--- config.mk ---
export PLATFORM = sky130hd
export DESIGN_NAME = pdh_core
export DESIGN_NICKNAME = d
export VERILOG_FILES = /design/src/rtl/pdh_core.sv
export SDC_FILE = /design/constraint.sdc
export NUM_CORES = 2
export LEC_CHECK = 0
export ABC_AREA = 1
export CORE_MARGIN = 5
export CORE_UTILIZATION = 65
export CTS_BUF_LIST = sky130_fd_sc_hd__clkbuf_4
export CTS_CLUSTER_SIZE = 8
export DETAILED_ROUTE_END_ITERATION = 10
export MAX_ROUTING_LAYER = met4
export PLACE_DENSITY_LB_ADDON = 0.25
export SLEW_MARGIN = 40
export SYNTH_ARGS = -nofsm -noshare
export SYNTH_HDL_FRONTEND = slang
export SYNTH_SLANG_ARGS = --single-unit
export TNS_END_PERCENT = 50
--- constraint.sdc ---
create_clock -name clk -period 28.6 [get_ports clk]
set_input_delay 2.86 -clock clk [delete_from_list [all_inputs] [get_ports clk]]
set_output_delay 2.86 -clock clk [all_outputs]
set_load 0.02 [all_outputs]
--- src/rtl/pdh_core.sv ---
// pdh_core: PS command decoder with LED/DAC registers, ADC readback and a PID loop driving the DAC.
module pdh_core (
  input  logic        clk,
  input  logic [31:0] axi_from_ps_i,
  output logic [31:0] axi_to_ps_o,
  output logic [7:0]  led_o,
  output logic [13:0] dac_dat_o,
  output logic        dac_wrt_o,
  input  logic [13:0] adc_dat_a_i
);
  logic rst;
  logic [2:0] s, v;
  logic [19:0] d0, d1;
  logic go, bad, act, dac_en, pid_en, tick;
  logic [3:0] cmd, alpha;
  logic [15:0] dat;
  logic [26:0] pay;
  logic [13:0] dac0, dac1, dec, dec_last, cnt, pid_out, pid_n;
  logic [4:0] sat, sat_eff;
  logic signed [15:0] kp, kd, ki, d, df, df_n;
  logic signed [13:0] sp, adc;
  logic signed [14:0] err, err_prev;
  logic signed [31:0] integ, integ_n;
  logic signed [32:0] integ_sum, lim_i;
  logic signed [17:0] dd;
  logic signed [47:0] lim, u, u_c, sh;
  logic unused_bits;
  assign rst = axi_from_ps_i[31];
  assign cmd = d1[19:16];
  assign dat = d1[15:0];
  // v marks synchronizer stages holding post-reset samples, so a strobe high across reset release is not an edge
  assign go = s[1] & ~s[2] & v[2];
  assign adc = adc_dat_a_i;
  assign sat_eff = sat < 5'd14 ? 5'd14 : sat;
  assign lim = $signed((48'd1 << (sat_eff - 5'd1)) - 48'd1);
  assign lim_i = $signed(lim[32:0]);
  assign err = 15'(sp) - 15'(adc);
  assign integ_sum = 33'(integ) + 33'(err);
  assign integ_n = integ_sum > lim_i ? 32'(lim_i) : integ_sum < -lim_i ? 32'(-lim_i) : 32'(integ_sum);
  assign d = 16'(err) - 16'(err_prev);
  assign dd = 18'(d) - 18'(df);
  assign df_n = 16'(18'(df) + (dd >>> alpha));
  assign u = 48'(kp) * 48'(err) + 48'(ki) * 48'(integ_n) + 48'(kd) * 48'(df_n);
  assign u_c = u > lim ? lim : u < -lim - 48'sd1 ? -lim - 48'sd1 : u;
  assign sh = u_c >>> (sat_eff - 5'd14);
  assign pid_n = sh[13:0];
  assign dec_last = dec == 14'd0 ? 14'd0 : dec - 14'd1;
  assign tick = cnt >= dec_last;
  assign dac_dat_o = pid_en ? pid_out : act ? dac1 : dac0;
  assign dac_wrt_o = pid_en | dac_en;
  assign unused_bits = ^{axi_from_ps_i[25:16], sh[47:14]};
  always_comb begin
    pay = '0;
    bad = 1'b0;
    case (cmd)
      4'd1: pay = {19'd0, dat[7:0]};
      4'd2, 4'd8, 4'd9, 4'd10: pay = {11'd0, dat};
      4'd3: pay = {13'd0, adc_dat_a_i};
      4'd4: pay = {{13{adc_dat_a_i[13]}}, adc_dat_a_i};
      4'd11, 4'd12: pay = {13'd0, dat[13:0]};
      4'd13: pay = {17'd0, dat[9:0]};
      4'd14, 4'd15: bad = 1'b1;
      default: ;
    endcase
  end
  always_ff @(posedge clk or posedge rst) begin
    if (rst) begin
      s <= '0;
      v <= '0;
      d0 <= '0;
      d1 <= '0;
      axi_to_ps_o <= '0;
      led_o <= '0;
      dac0 <= '0;
      dac1 <= '0;
      act <= 1'b0;
      dac_en <= 1'b0;
      kp <= '0;
      kd <= '0;
      ki <= '0;
      dec <= '0;
      sp <= '0;
      alpha <= '0;
      sat <= '0;
      pid_en <= 1'b0;
      cnt <= '0;
      integ <= '0;
      err_prev <= '0;
      df <= '0;
      pid_out <= '0;
    end else begin
      s <= {s[1:0], axi_from_ps_i[30]};
      v <= {v[1:0], 1'b1};
      d0 <= {axi_from_ps_i[29:26], axi_from_ps_i[15:0]};
      d1 <= d0;
      if (go) begin
        axi_to_ps_o <= {cmd, bad, pay};
        case (cmd)
          4'd1: led_o <= dat[7:0];
          4'd2: begin
            if (dat[14]) dac1 <= dat[13:0];
            else dac0 <= dat[13:0];
            act <= dat[14];
            dac_en <= dat[15];
          end
          4'd8: kp <= dat;
          4'd9: kd <= dat;
          4'd10: ki <= dat;
          4'd11: dec <= dat[13:0];
          4'd12: sp <= dat[13:0];
          4'd13: {alpha, sat, pid_en} <= dat[9:0];
          default: ;
        endcase
      end
      if (!pid_en) begin
        cnt <= '0;
        integ <= '0;
        err_prev <= '0;
        df <= '0;
      end else if (tick) begin
        cnt <= '0;
        integ <= integ_n;
        err_prev <= err;
        df <= df_n;
        pid_out <= pid_n;
      end else cnt <= cnt + 14'd1;
    end
  end
endmodule

==> impl_table.tex <==
\begin{tabular}{lr}
\hline
Metric & Value \\
\hline
\multicolumn{2}{l}{\textbf{Setup path}} \\
Dominant cell type by count on the critical path & sky130\_fd\_sc\_hd\_\_nand2\_1 \\
CP startpoint kind & input port \\
Critical Path RT & 29.37 ns \\
Category of the most critical setup path & input port to register \\
Crit path max fanout & 34 \\
Worst-path cell with the longest stage delay & sky130\_fd\_sc\_hd\_\_nor2\_1 \\
Arr. time, crit path & 24.06 ns \\
Slowest cell delay on critical path & 0.66 ns \\
Type of destination of the critical path & register \\
\multicolumn{2}{l}{\textbf{Route}} \\
Average vias per placed instance & 5.74 \\
Number of detailed-route iterations in the first pass & 7 \\
\# DRC & 0 \\
Antenna-violating nets left & 0 \\
Wire per inst & 20.7 um \\
Routed vias & 51200 \\
Total Wirelength & 184000 um \\
Detailed router's first-iteration violation count & 4634 \\
\multicolumn{2}{l}{\textbf{Global routing}} \\
Number of global-route vias before repair & 53300 \\
GRT Total Usage & 0.384 \\
Remaining Overflow, GRT & 0 \\
Wire length of the first global-routing pass & 294000 um \\
Antenna violations before repair & 8 \\
Largest net degree at the start of global routing & 152 \\
\multicolumn{2}{l}{\textbf{Timing}} \\
Headroom to the max-slew limit & 0.344 \\
Final hold viol count & 0 \\
Shortest clock period the worst path allows after layout & 23.29 ns \\
Slew at the pin closest to its max-slew limit & 0.982 ns \\
Upper clock frequency limit & 42.9 MHz \\
Share of the clock period used by the worst path & 0.814 \\
Unrepaired setup endpoints after global routing & false \\
Aggregate negative setup slack & 0 ns \\
Max Clock Skew & 0.0761 ns \\
Slew Viols, Final & 0 \\
Final hold slack & 0.344 ns \\
Post-route worst setup slack & 5.31 ns \\
Final setup vio count & 0 \\
\multicolumn{2}{l}{\textbf{Floorplan}} \\
Count of standard-cell rows & 112 \\
DIE HEIGHT & 318 um \\
Area of the core & 0.0936 mm\^{}2 \\
Floorplan die area & 0.101 mm\^{}2 \\
I/O pin cnt & 102 \\
Starting density of the core & 0.657 \\
DIE WIDTH & 318 um \\
\multicolumn{2}{l}{\textbf{Placed design}} \\
Post-Place Worst Slack & 5.03 ns \\
Final estimated routing congestion in global placement & 1.05 \\
Port bufs & 91 \\
Post-DP HPWL & 154000 um \\
\multicolumn{2}{l}{\textbf{Clocking}} \\
Buffers inserted by post-CTS timing repair & 0 \\
CTS tree & yes \\
Deepest level of the CTS H-tree & 3 \\
Number of buffers inserted during clock tree synthesis & 78 \\
Clock root buffer & sky130\_fd\_sc\_hd\_\_clkbuf\_4 \\
Deepest clock path buffer count & 3 \\
CTS resizes & 0 \\
Clock latency on the worst-skew pair & 0.93 ns \\
Reg clk slew, reported paths & 0.07 ns \\
Clock sink count & 283 \\
Post-cts hold buffer count & 0 \\
\multicolumn{2}{l}{\textbf{Synth}} \\
Combined area of all synthesized cells & 0.0615 mm\^{}2 \\
Number of synthesized flops with an enable pin & 0 \\
Part of the Yosys area used for sequential elements & 0.115 \\
Yosys warning total & 0 \\
Number of instances in the synthesized netlist & 7602 \\
Post-synthesis async set-or-reset flop share & 1.00 \\
Distinct cell type count after synthesis & 61 \\
Per-instance average area after synthesis & 8.09 um\^{}2 \\
Leading register cell type out of synthesis & sky130\_fd\_sc\_hd\_\_dfrtp\_1 \\
Register bit count reported by yosys & 283 \\
\multicolumn{2}{l}{\textbf{Final layout}} \\
Fraction of layout instances using a drive strength above 1 & 0.0388 \\
Fill cell total of the finished layout & 7639 \\
Leading cell type in the layout, fill and taps excluded & sky130\_fd\_sc\_hd\_\_inv\_1 \\
Synth-to-Final Area Change & 5.16\% \\
Count of nets after finishing & 9332 \\
Most frequent cells in the layout & sky130\_fd\_sc\_hd\_\_inv\_1, sky130\_fd\_sc\_hd\_\_nand2\_1, sky130\_fd\_sc\_hd\_\_fa\_1, sky130\_fd\_sc\_hd\_\_nor2\_1, sky130\_fd\_sc\_hd\_\_ha\_1 \\
Share of the core filled with cells & 0.691 \\
\multicolumn{2}{l}{\textbf{Status}} \\
Status & complete, no violations \\
\multicolumn{2}{l}{\textbf{Hold path}} \\
Worst min path class & register to register \\
\multicolumn{2}{l}{\textbf{Job}} \\
Maximum Capacitance Violations & 0 \\
\hline
\end{tabular}
-- critical path, delay by kind of cell --
kind,cells,cell delay [ns]
fa+ha+maj,16,7.50
simple gates,59,7.21
compound gates,17,3.14
xor+xnor,2,0.45
buf+inv,16,2.85
-- path summary, 6_finish.rpt --
kind | from | to | slack (ns) | cells after the start
min in group asynchronous | axi_from_ps_i[31] | led_o[0] | 2.50 | 2
max in group asynchronous | axi_from_ps_i[31] | ki[12] | 24.68 | 4
min reg2reg | s[0] | s[1] | 0.34 | 0
max | adc_dat_a_i[2] | pid_out[13] | 5.31 | 110
min | s[0] | s[1] | 0.34 | 0
max reg2reg | sp[2] | pid_out[13] | 7.44 | 108
-- Yosys cell counts (4+ instances only) --
library cell               instances  area (um^2)
sky130_fd_sc_hd__a211oi_1          5         37.5
sky130_fd_sc_hd__a21boi_1          4         30.0
sky130_fd_sc_hd__a21o_1           14          105
sky130_fd_sc_hd__a21oi_1         248         1240
sky130_fd_sc_hd__a31oi_1          13         81.3
sky130_fd_sc_hd__buf_1            23         86.3
sky130_fd_sc_hd__buf_2            16         80.1
sky130_fd_sc_hd__buf_4            14          105
sky130_fd_sc_hd__clkbuf_1        236          886
sky130_fd_sc_hd__clkinv_1         15         56.3
sky130_fd_sc_hd__dfrtp_1         283         7080
sky130_fd_sc_hd__fa_1           1229        24600
sky130_fd_sc_hd__ha_1            453         5670
sky130_fd_sc_hd__inv_1          1664         6250
sky130_fd_sc_hd__inv_2            15         56.3
sky130_fd_sc_hd__nand2_1        1643         6170
sky130_fd_sc_hd__nand3_1         406         2030
sky130_fd_sc_hd__nand4_1          43          269
sky130_fd_sc_hd__nor2_1          586         2200
sky130_fd_sc_hd__nor2_2            6         37.5
sky130_fd_sc_hd__nor3_1           36          180
sky130_fd_sc_hd__nor3b_1           5         37.5
sky130_fd_sc_hd__nor4_1           16          100
sky130_fd_sc_hd__o211ai_1         33          248
sky130_fd_sc_hd__o21a_1           10         75.1
sky130_fd_sc_hd__o21ai_0         314         1570
sky130_fd_sc_hd__o21ai_1           9         45.0
sky130_fd_sc_hd__o21ai_2           7         61.3
sky130_fd_sc_hd__o21bai_1         13         97.6
sky130_fd_sc_hd__o221ai_1          7         61.3
sky130_fd_sc_hd__o22ai_1          10         62.6
sky130_fd_sc_hd__o31ai_1           4         30.0
sky130_fd_sc_hd__or2_2            31          194
sky130_fd_sc_hd__xnor2_1          50          438
sky130_fd_sc_hd__xor2_1           93          815
-- metal layers --
metal / track usage / part of all wire / wire [um]
met5: - / 0 / 0
met1: 0.494 / 0.38 / 69700
met3: 0.105 / 0.12 / 22500
met2: 0.573 / 0.44 / 80900
met4: 0.179 / 0.061 / 11300
-- sequential cells by signal, indices dropped and copies added (netlist names) --
| signal | flops |
|---|---|
| act | 1 |
| dec | 14 |
| ki | 16 |
| sp | 14 |
| s | 3 |
| integ | 32 |
| kp | 16 |
| pid_en | 1 |
| dac1 | 14 |
| err_prev | 15 |
| cnt | 14 |
| sat | 5 |
| kd | 16 |
| dac0 | 14 |
| v | 3 |
| alpha | 4 |
| d0 | 20 |
| dac_en | 1 |
| led_o | 8 |
| d1 | 20 |
| df | 16 |
| pid_out | 14 |
| axi_to_ps_o | 22 |
-- metrics by stage --
| step | cells | cell area, um^2 |
|---|---|---|
| 2_1_floorplan | 7651 | 61700 |
| 3_3_place_gp | 8774 | 63600 |
| 3_5_place_dp | 8775 | 63600 |
| 4_1_cts | 8914 | 64600 |
| 5_1_grt | 8922 | 64700 |
| 6_report | 8925 | 64700 |
-- cells by family after synthesis --
kind of cell             count (synthesis)  share of synthesized area
adder cells (fa/ha/maj)               1682                      0.492
other                                    2                   0.000122
multiplexers                             2                   0.000325
AND/OR/NAND/NOR                       2795                      0.186
XOR/XNOR                               146                     0.0211
flip-flops                             283                      0.115
buffers and inverters                 1987                      0.123
AO/OA/AOI/OAI                          705                     0.0629
-- final cells by class --
class | count | area, um^2 | area share
multi-input combinational | 5381 | 47200 | 0.729
sequential | 283 | 7090 | 0.109
inverter | 1696 | 6380 | 0.0987
tap | 1254 | 1570 | 0.0242
timing repair buffer | 163 | 1510 | 0.0233
clock buffer | 107 | 803 | 0.0124
clock inverter | 32 | 188 | 0.00290
antenna | 9 | 22.5 | 0.000348
Power is not shown: default switching activity piles up to over one toggle a cycle in this logic, so the estimate is an artifact.
